<file path="src/rtl/audio_pkg.sv">
// Shared audio-path types and constants used by the mixer and the I2S output stage.
package audio_pkg;

  localparam int SAMPLE_WIDTH   = 16;
  localparam int I2S_SLOT_WIDTH = 16;

  typedef struct packed {
    logic [SAMPLE_WIDTH-1:0] left;
    logic [SAMPLE_WIDTH-1:0] right;
  } stereo_sample_t;

endpackage

</file>
<file path="src/rtl/i2s_clock_gen.sv">
// Bit-clock divider: produces audio_bclk and a strobe on the clk edge where bclk falls.
module i2s_clock_gen #(
  parameter int CLK_DIV = 8
) (
  input  logic clk,
  input  logic rst,
  input  logic enable,
  output logic audio_bclk,
  output logic fall_evt
);

  localparam int CW = (CLK_DIV > 1) ? $clog2(CLK_DIV) : 1;

  logic [CW-1:0] div_cnt_q, div_cnt_d;
  logic          bclk_q, bclk_d;
  logic          wrap;

  assign wrap = (div_cnt_q == CW'(CLK_DIV - 1));

  // NOTE: every variable gets a default at the top of always_comb so no path leaves it unassigned (no latch).
  always_comb begin
    div_cnt_d = div_cnt_q;
    bclk_d    = bclk_q;
    fall_evt  = 1'b0;
    if (!enable) begin
      div_cnt_d = '0;
      bclk_d    = 1'b0;
    end else if (wrap) begin
      div_cnt_d = '0;
      bclk_d    = ~bclk_q;
      fall_evt  = bclk_q;
    end else begin
      div_cnt_d = div_cnt_q + 1'b1;
    end
  end

  // NOTE: sequential state uses non-blocking assignments so all flops update from pre-edge values.
  always_ff @(posedge clk or posedge rst) begin
    if (rst) begin
      div_cnt_q <= '0;
      bclk_q    <= 1'b0;
    end else begin
      div_cnt_q <= div_cnt_d;
      bclk_q    <= bclk_d;
    end
  end

  assign audio_bclk = bclk_q;

endmodule

</file>
<file path="src/rtl/i2s_transmitter.sv">
// I2S output stage: one-deep frame buffer with bypass, bit counter and frame shifter
// driving bclk/lrclk/dout; all data and word-select updates happen on bclk fall edges.
module i2s_transmitter #(
  parameter int CLK_DIV      = 8,
  parameter int SAMPLE_WIDTH = audio_pkg::SAMPLE_WIDTH,
  parameter int SLOT_WIDTH   = audio_pkg::I2S_SLOT_WIDTH
) (
  input  logic                    clk,
  input  logic                    rst,
  input  logic                    enable,
  input  logic                    s_valid,
  output logic                    s_ready,
  input  logic [SAMPLE_WIDTH-1:0] s_left,
  input  logic [SAMPLE_WIDTH-1:0] s_right,
  output logic                    frame_start,
  output logic                    underrun,
  output logic                    audio_bclk,
  output logic                    audio_lrclk,
  output logic                    audio_dout
);

  import audio_pkg::*;

  localparam int FW = 2 * SLOT_WIDTH;
  localparam int BW = $clog2(FW);
  localparam logic [BW-1:0] LAST_BIT = BW'(FW - 1);

  function automatic logic [SLOT_WIDTH-1:0] pad(input logic [SAMPLE_WIDTH-1:0] s);
    return SLOT_WIDTH'(s) << (SLOT_WIDTH - SAMPLE_WIDTH);
  endfunction

  logic           fall_evt;
  logic [BW-1:0]  bit_cnt_q, bit_cnt_d;
  logic [FW-1:0]  shift_q, shift_d;
  stereo_sample_t pend_q, pend_d;
  logic           pend_full_q, pend_full_d;
  logic           lrclk_q, lrclk_d;
  logic           dout_q, dout_d;
  logic           frame_start_q, frame_start_d;
  logic           underrun_q, underrun_d;
  logic           transfer, load;

  i2s_clock_gen #(.CLK_DIV(CLK_DIV)) u_clock_gen (
    .clk        (clk),
    .rst        (rst),
    .enable     (enable),
    .audio_bclk (audio_bclk),
    .fall_evt   (fall_evt)
  );

  assign transfer = s_valid && !pend_full_q;
  assign load     = fall_evt && (bit_cnt_q == LAST_BIT);

  always_comb begin
    bit_cnt_d     = bit_cnt_q;
    shift_d       = shift_q;
    pend_d        = pend_q;
    pend_full_d   = pend_full_q;
    lrclk_d       = lrclk_q;
    dout_d        = dout_q;
    frame_start_d = 1'b0;
    underrun_d    = 1'b0;

    if (!enable) begin
      // Parked at the last bit so the first fall after re-enable loads a fresh frame.
      bit_cnt_d = LAST_BIT;
      shift_d   = '0;
      lrclk_d   = 1'b0;
      dout_d    = 1'b0;
    end else if (fall_evt) begin
      bit_cnt_d = load ? '0 : bit_cnt_q + 1'b1;
      dout_d    = shift_q[FW-1];
      shift_d   = shift_q << 1;
      lrclk_d   = (bit_cnt_d >= BW'(SLOT_WIDTH));
    end

    if (load) begin
      frame_start_d = 1'b1;
      if (pend_full_q) begin
        shift_d     = {pad(pend_q.left), pad(pend_q.right)};
        pend_full_d = 1'b0;
      end else if (transfer) begin
        shift_d = {pad(s_left), pad(s_right)};
      end else begin
        shift_d    = '0;
        underrun_d = 1'b1;
      end
    end else if (transfer) begin
      pend_d      = '{left: s_left, right: s_right};
      pend_full_d = 1'b1;
    end
  end

  always_ff @(posedge clk or posedge rst) begin
    if (rst) begin
      bit_cnt_q     <= LAST_BIT;
      shift_q       <= '0;
      pend_q        <= '0;
      pend_full_q   <= 1'b0;
      lrclk_q       <= 1'b0;
      dout_q        <= 1'b0;
      frame_start_q <= 1'b0;
      underrun_q    <= 1'b0;
    end else begin
      bit_cnt_q     <= bit_cnt_d;
      shift_q       <= shift_d;
      pend_q        <= pend_d;
      pend_full_q   <= pend_full_d;
      lrclk_q       <= lrclk_d;
      dout_q        <= dout_d;
      frame_start_q <= frame_start_d;
      underrun_q    <= underrun_d;
    end
  end

  assign s_ready     = !pend_full_q;
  assign audio_lrclk = lrclk_q;
  assign audio_dout  = dout_q;
  assign frame_start = frame_start_q;
  assign underrun    = underrun_q;

endmodule

</file>
<file path="config.mk">
export PLATFORM = sky130hd
export DESIGN_NAME = i2s_transmitter
export DESIGN_NICKNAME = d
export VERILOG_FILES = /design/src/rtl/audio_pkg.sv /design/src/rtl/i2s_clock_gen.sv /design/src/rtl/i2s_transmitter.sv
export SDC_FILE = /design/constraint.sdc
export NUM_CORES = 1
export LEC_CHECK = 0
export BUFFER_PORTS_ARGS = -buffer_cell sky130_fd_sc_hd__buf_2
export CAP_MARGIN = 5
export CELL_PAD_IN_SITES_DETAIL_PLACEMENT = 1
export CELL_PAD_IN_SITES_GLOBAL_PLACEMENT = 2
export CORE_UTILIZATION = 39
export DETAILED_ROUTE_END_ITERATION = 8
export GPL_TIMING_DRIVEN = 0
export PLACE_DENSITY = 0.83
export SLEW_MARGIN = 20
export SYNTH_ARGS = -nofsm -noshare
export SYNTH_HDL_FRONTEND = slang
export SYNTH_SLANG_ARGS = --single-unit
</file>
<file path="constraint.sdc">
create_clock -name clk -period 3.2 [get_ports clk]
set_clock_uncertainty 0.1 [all_clocks]
set_input_delay 0.32 -clock clk [delete_from_list [all_inputs] [get_ports clk]]
set_output_delay 0.32 -clock clk [all_outputs]
set_load 0.05 [all_outputs]
</file>
## Word level (Yosys, flattened, before mapping)

Index checks and enable logic that the tools add are counted.
Widths: inputs -> output; s select.

| word-level totals | value |
|---|---|
| output and inout port bits | 6 |
| word-level logic and storage cells | 50 |
| register bits | 78 |
| bits of input ports | 36 |

| cells by class | value |
|---|---|
| reductions and logical operators | 5 |
| equal/unequal tests | 5 |
| add/sub/neg operators | 2 |
| muxes and demuxes | 24 |
| bitwise gates (word level) | 2 |
| order comparisons | 1 |

Operators by type and width:

| cell | number |
|---|---|
| $mux 32 | 5 |
| $mux 5 | 3 |
| $mux 1 | 14 |
| $mux 3 | 2 |
| $add 5x1->5 const B | 1 |
| $eq 5x5->1 const B | 1 |
| $ge 5x5->1 const B | 1 |
| $ne 2x1->1 const B | 2 |
| $add 3x1->3 const B | 1 |
| $eq 3x3->1 const B | 1 |
| $ne 3x1->1 const B | 1 |
| $logic_and 1x1->1 | 2 |
| $not 1->1 | 2 |
| $reduce_and 2->1 | 1 |
| $reduce_bool 2->1 | 1 |
| $logic_not 1->1 | 1 |

## Longest topological paths before layout

| depth | value |
|---|---|
| word-level depth | 8 |
| depth in mapped cells | 8 |
| gate-level depth less buffers | 6 |

## Cells and area by module

From an unflattened synthesis, not the netlist that was laid out.

| unflattened totals | value |
|---|---|
| cell total of the unflattened synthesis | 292 |
| area total of the unflattened synthesis | 3589.7 um^2 |

By module, submodules not included:

| module | area each (um^2) | cells each | instances | seq. area each (um^2) |
|---|---|---|---|---|
| i2s_transmitter | 3418.3 | 279 | 1 | 1858.0 |
| i2s_clock_gen | 171.4 | 13 | 1 | 100.1 |

## Worst setup path after synthesis

No wires, ideal clock.

| timing path | value |
|---|---|
| path type | reg-to-reg |
| from | register bit_cnt_q[0] |
| to | register pend_q[0] in the netlist's numbering |
| cell stages (with the launch flop) | 9 |
| buffers on the path | 2 |
| data required time | 2.975 ns |
| arrival time | 1.895 ns |
| setup time | 0.125 ns |
| setup slack | 1.080 ns |
| clock period less this slack | 2.120 ns |
| path through | dfstp_2 -> ha_1 -> and3_1 -> ha_1 -> buf_4 -> nand4_2 -> nand2_4 -> buf_6 -> mux2_4 |

| on the way | value |
|---|---|
| longest elaborated chain between the ends | 4 |

Ends and longest elaborated chain:

| element | line | RTL |
|---|---|---|
| start: declaration | i2s_transmitter.sv:33 | `logic [BW-1:0] bit_cnt_q, bit_cnt_d;` |
| start signal: assignment | i2s_transmitter.sv:105 | `bit_cnt_q <= bit_cnt_d;` |
| $eq 5x5->1 | i2s_transmitter.sv:52 | `assign load = fall_evt && (bit_cnt_q == LAST_BIT);` |
| $logic_and 1x1->1 | i2s_transmitter.sv:52 |  |
| $not 1->1 (no line) | - |  |
| $reduce_and 2->1 (no line) | - |  |
| end signal: assignment | i2s_transmitter.sv:107 | `pend_q <= pend_d;` |
| end: declaration | i2s_transmitter.sv:35 | `stereo_sample_t pend_q, pend_d;` |

No other way between the ends.
A chain may end at the register's enable or synchronous reset.

## Worst setup path after layout

| timing path | value |
|---|---|
| from | register bit_cnt_q[0] |
| to | register shift_q[17] |

| on the way | value |
|---|---|
| longest elaborated chain between the ends | 3 |
| elaborated cells between the ends (all ways) | 4 |
| classes of those cells | 2 x eq/ne; 1 x mux; 1 x reduce/logical |

Ends and longest elaborated chain:

| element | line | RTL |
|---|---|---|
| $eq 5x5->1 (*) | i2s_transmitter.sv:52 |  |
| $logic_and 1x1->1 (*) | i2s_transmitter.sv:52 |  |
| $ne 3x1->1 (no line) or $mux 32 (tied branches) | - |  |
| end signal: assignment | i2s_transmitter.sv:106 | `shift_q <= shift_d;` |
| end: declaration | i2s_transmitter.sv:34 | `logic [FW-1:0] shift_q, shift_d;` |

Every way passes the cells marked *; elsewhere a longest branch is shown, timed or not.

==> PnR_summary.wiki <==
{| class="wikitable"
! Metric !! Value
|-
| Min-Delay Path Depth || 2
|-
| Pwr dens || 474 nW/µm²
|-
| Via density || 5.56
|-
| Number of pins with negative max-slew slack in the final report || 0
|-
| Data required time of the worst path || 3330 ps
|-
| Count of final hold-check violations || 0
|-
| Number of antenna violations at the first check in global routing || 0
|-
| Core area || 9280 µm²
|-
| Die area || 9990 µm²
|-
| Final setup violation count || 0
|-
| Top post-synthesis cells by area || dfrtp_1, mux2_4, a221oi_1
|-
| Type of destination of the critical path || flip-flop
|-
| Area growth from synthesis to final layout || 16.2%
|-
| Main synth FF type || dfrtp_1
|-
| Beginning of the worst hold path || s_valid
|-
| Overall power || 2.06 mW
|-
| Weighted congestion reported at the end of routability-driven placement || 0.725
|-
| Total number of H-tree levels || 3
|-
| Violation count after the first detailed-routing iteration || 102
|-
| Net count after synthesis || 357
|-
| Via count of the routed design || 2,808
|-
| Cell count after placement || 488
|-
| Number of nets at the end of the flow || 411
|-
| Vias in the first global route || 2,896
|-
| R2r worst-path depth || 8
|-
| Number of detailed-routing iterations run before antenna repair || 4
|-
| Reg-to-reg critical path endpoint || shift_q[17]$_DFFE_PP0P_
|-
| Top achievable clock speed || 0.425 GHz
|-
| Buffers added on ports || 41
|-
| Worst reg2reg startpoint || bit_cnt_q[0]$_DFFE_PP1P_
|-
| Die span in x || 99.9 µm
|-
| Clock Tree Root || clkbuf_8
|-
| I/O pin count || 42
|-
| Synth top area share || 48.8%
|-
| Leakage power || 1.99 nW
|-
| Most frequent cell after synthesis || dfrtp_1
|-
| Overflow after GRT || 0
|-
| Vert. Die Dim || 99.9 µm
|-
| RSZ-0062 raised after global routing || false
|-
| Final-layout worst hold slack || 76.4 ps
|-
| CP max FO || 10
|-
| Max-cap check violation count || 0
|-
| Synth warn || 0
|-
| Number of library cell types mapped by synthesis || 33
|-
| Syn Std Cell Area || 3740 µm²
|-
| Post-synthesis sequential area ratio || 52.3%
|-
| Global routing usage summed across all routing layers || 19.5%
|-
| Floorplan row count || 35
|-
| Setup slack of the worst register-to-register path || 850 ps
|-
| CTS tree || built
|-
| Shortest period the worst path allows || 2350 ps
|-
| Maximum number of buffers from clock root to sink || 2
|-
| Library cell with the largest summed area after synthesis || dfrtp_1
|-
| Hold crit path type || input port to flip-flop
|-
| Post-synth top cells || dfrtp_1, nand3_1, a221oi_1, o211ai_1, mux2_4
|-
| Average detailed-routed wire length per instance || 17.6 µm
|-
| Max transition margin || 65.8%
|-
| Critical path class || flip-flop to flip-flop
|-
| Number of buffers created by CTS || 9
|-
| Nature of the critical path startpoint || flip-flop
|-
| Total detailed-routing wirelength || 8.89 mm
|-
| Status || finished, final reports clean
|-
| Slew @ Worst Pin || 514 ps
|-
| Diodes inserted || 0
|-
| Clk pin slew, worst setup/hold paths || 80 ps
|-
| Crit path DAT || 2480 ps
|-
| Fraction of layout cells with a size suffix above 1 || 30.3%
|-
| Final critical-path share of the clock period || 73.4%
|-
| Syn Area/Cell || 11.8 µm²
|-
| Post-detail-place hpwl || 5.95 mm
|-
| Clock sink count || 78
|-
| Initial standard-cell utilization of the core || 40.3%
|-
| Maximum number of pins on one net before global-route repair || 42
|-
| Seq cells post-synth || 78
|-
| Cell Count, Final, Fillers Out || 505
|-
| Clock latency on the worst-skew pair || 350 ps
|-
| Post-Synthesis Cells || 317
|-
| Max VDD drop || 0.235 mV
|-
| DRC violation count after routing || 0
|-
| Count of flip-flops with a built-in enable after synthesis || 0
|-
| Startpoint of the most critical setup path || bit_cnt_q[0]$_DFFE_PP1P_
|-
| DRT antenna net count || 0
|-
| Endpoint of the most critical setup path || shift_q[17]$_DFFE_PP0P_
|-
| Global-route wire length before repair || 14.9 mm
|-
| Fraction of registers with async set/reset || 100%
|}
[worst min path at each step]
stage | end | slack (ps)
after floorplan | underrun$_DFF_PP0_ | 290
after global placement | u_clock_gen.div_cnt_q[0]$_DFF_PP0_ | 330
after detailed placement | pend_q[12]$_DFFE_PP0P_ | 290
after CTS | underrun$_DFF_PP0_ | 60
after global routing | underrun$_DFF_PP0_ | 80
final | underrun$_DFF_PP0_ | 80
[layout make-up]
| type | count | area (µm²) |
|---|---|---|
| well taps | 129 | 161 |
| repair buffers | 43 | 235 |
| clock inverters | 4 | 72.6 |
| flip-flops and latches | 78 | 1960 |
| clock buffers | 12 | 135 |
| fillers | 1056 | 4940 |
| plain buffers | 34 | 188 |
| inverters | 4 | 17.5 |
| multi-input cells | 201 | 1580 |
[registers in the layout (all words and copies together) (netlist names)]
register	count
shift_q	32
bit_cnt_q	5
audio_lrclk	1
u_clock_gen.div_cnt_q	3
pend_q	32
underrun	1
audio_dout	1
pend_full_q	1
u_clock_gen.audio_bclk	1
frame_start	1
[where the power goes]
part           leakage, nW  internal [mW]  switching [mW]  total, mW
Combinational        0.877          0.114          0.0779      0.192
Sequential            1.01           1.04          0.0275       1.06
Clock                0.101          0.439           0.366      0.805
Total                 1.99           1.59           0.471       2.06
[worst max-delay path: stages (launching register included)]
cell and delay, ps:
dfstp_2 560, ha_1 190, and3_1 160, ha_1 140
buf_4 160, inv_1 130, clkbuf_1 270, a221oi_1 380
o21ai_1 120
[timing repair]
item                                   in CTS  in global routing
endpoints found under the hold margin      34                  0
gates resized for setup                     0                  0
hold buffers                                1                  0
setup buffers                               0                  0
[cell families after synthesis]
kind of cell / synth area share, %
XOR/XNOR: 0.234
AO/OA/AOI/OAI: 18.9
buffers and inverters: 5.42
multiplexers: 12.6
AND/OR/NAND/NOR: 9.16
flip-flops: 52.3
adder cells (fa/ha/maj): 1.34
[per-layer routing]
layer	share of wire, %	up-vias	GRT usage (%)
li1	-	1309	-
met1	49	1435	27.2
met2	47	55	29.9
met3	3.5	9	5.22
met4	1.1	0	5.09
met5	0	-	0
[through the flow]
stage               util (%)  setup slack (ps)  TNS, ps  cell area [µm²]
floorplan                  -               793        0             3740
global placement        44.2              -276   -19880             4110
detailed placement      44.5               861        0             4130
CTS                     46.8               851        0             4350
global route            46.8               690        0             4350
finish                  46.8               850        0             4350
[cell usage in the layout (no fill, tap or decap), drive strengths merged, types with 2 or more instances in the layout]
master and count:
dfrtp 73, buf 61, nand3 38, o21ai 34, mux2 32, a221oi 31, o211ai 31, clkbuf 27
nand2 11, dfstp 5, and2 4, ha 4, inv 4, nor2 3, bufinv 2, a21boi 2
Note: power is estimated with default switching activity, not from simulation.
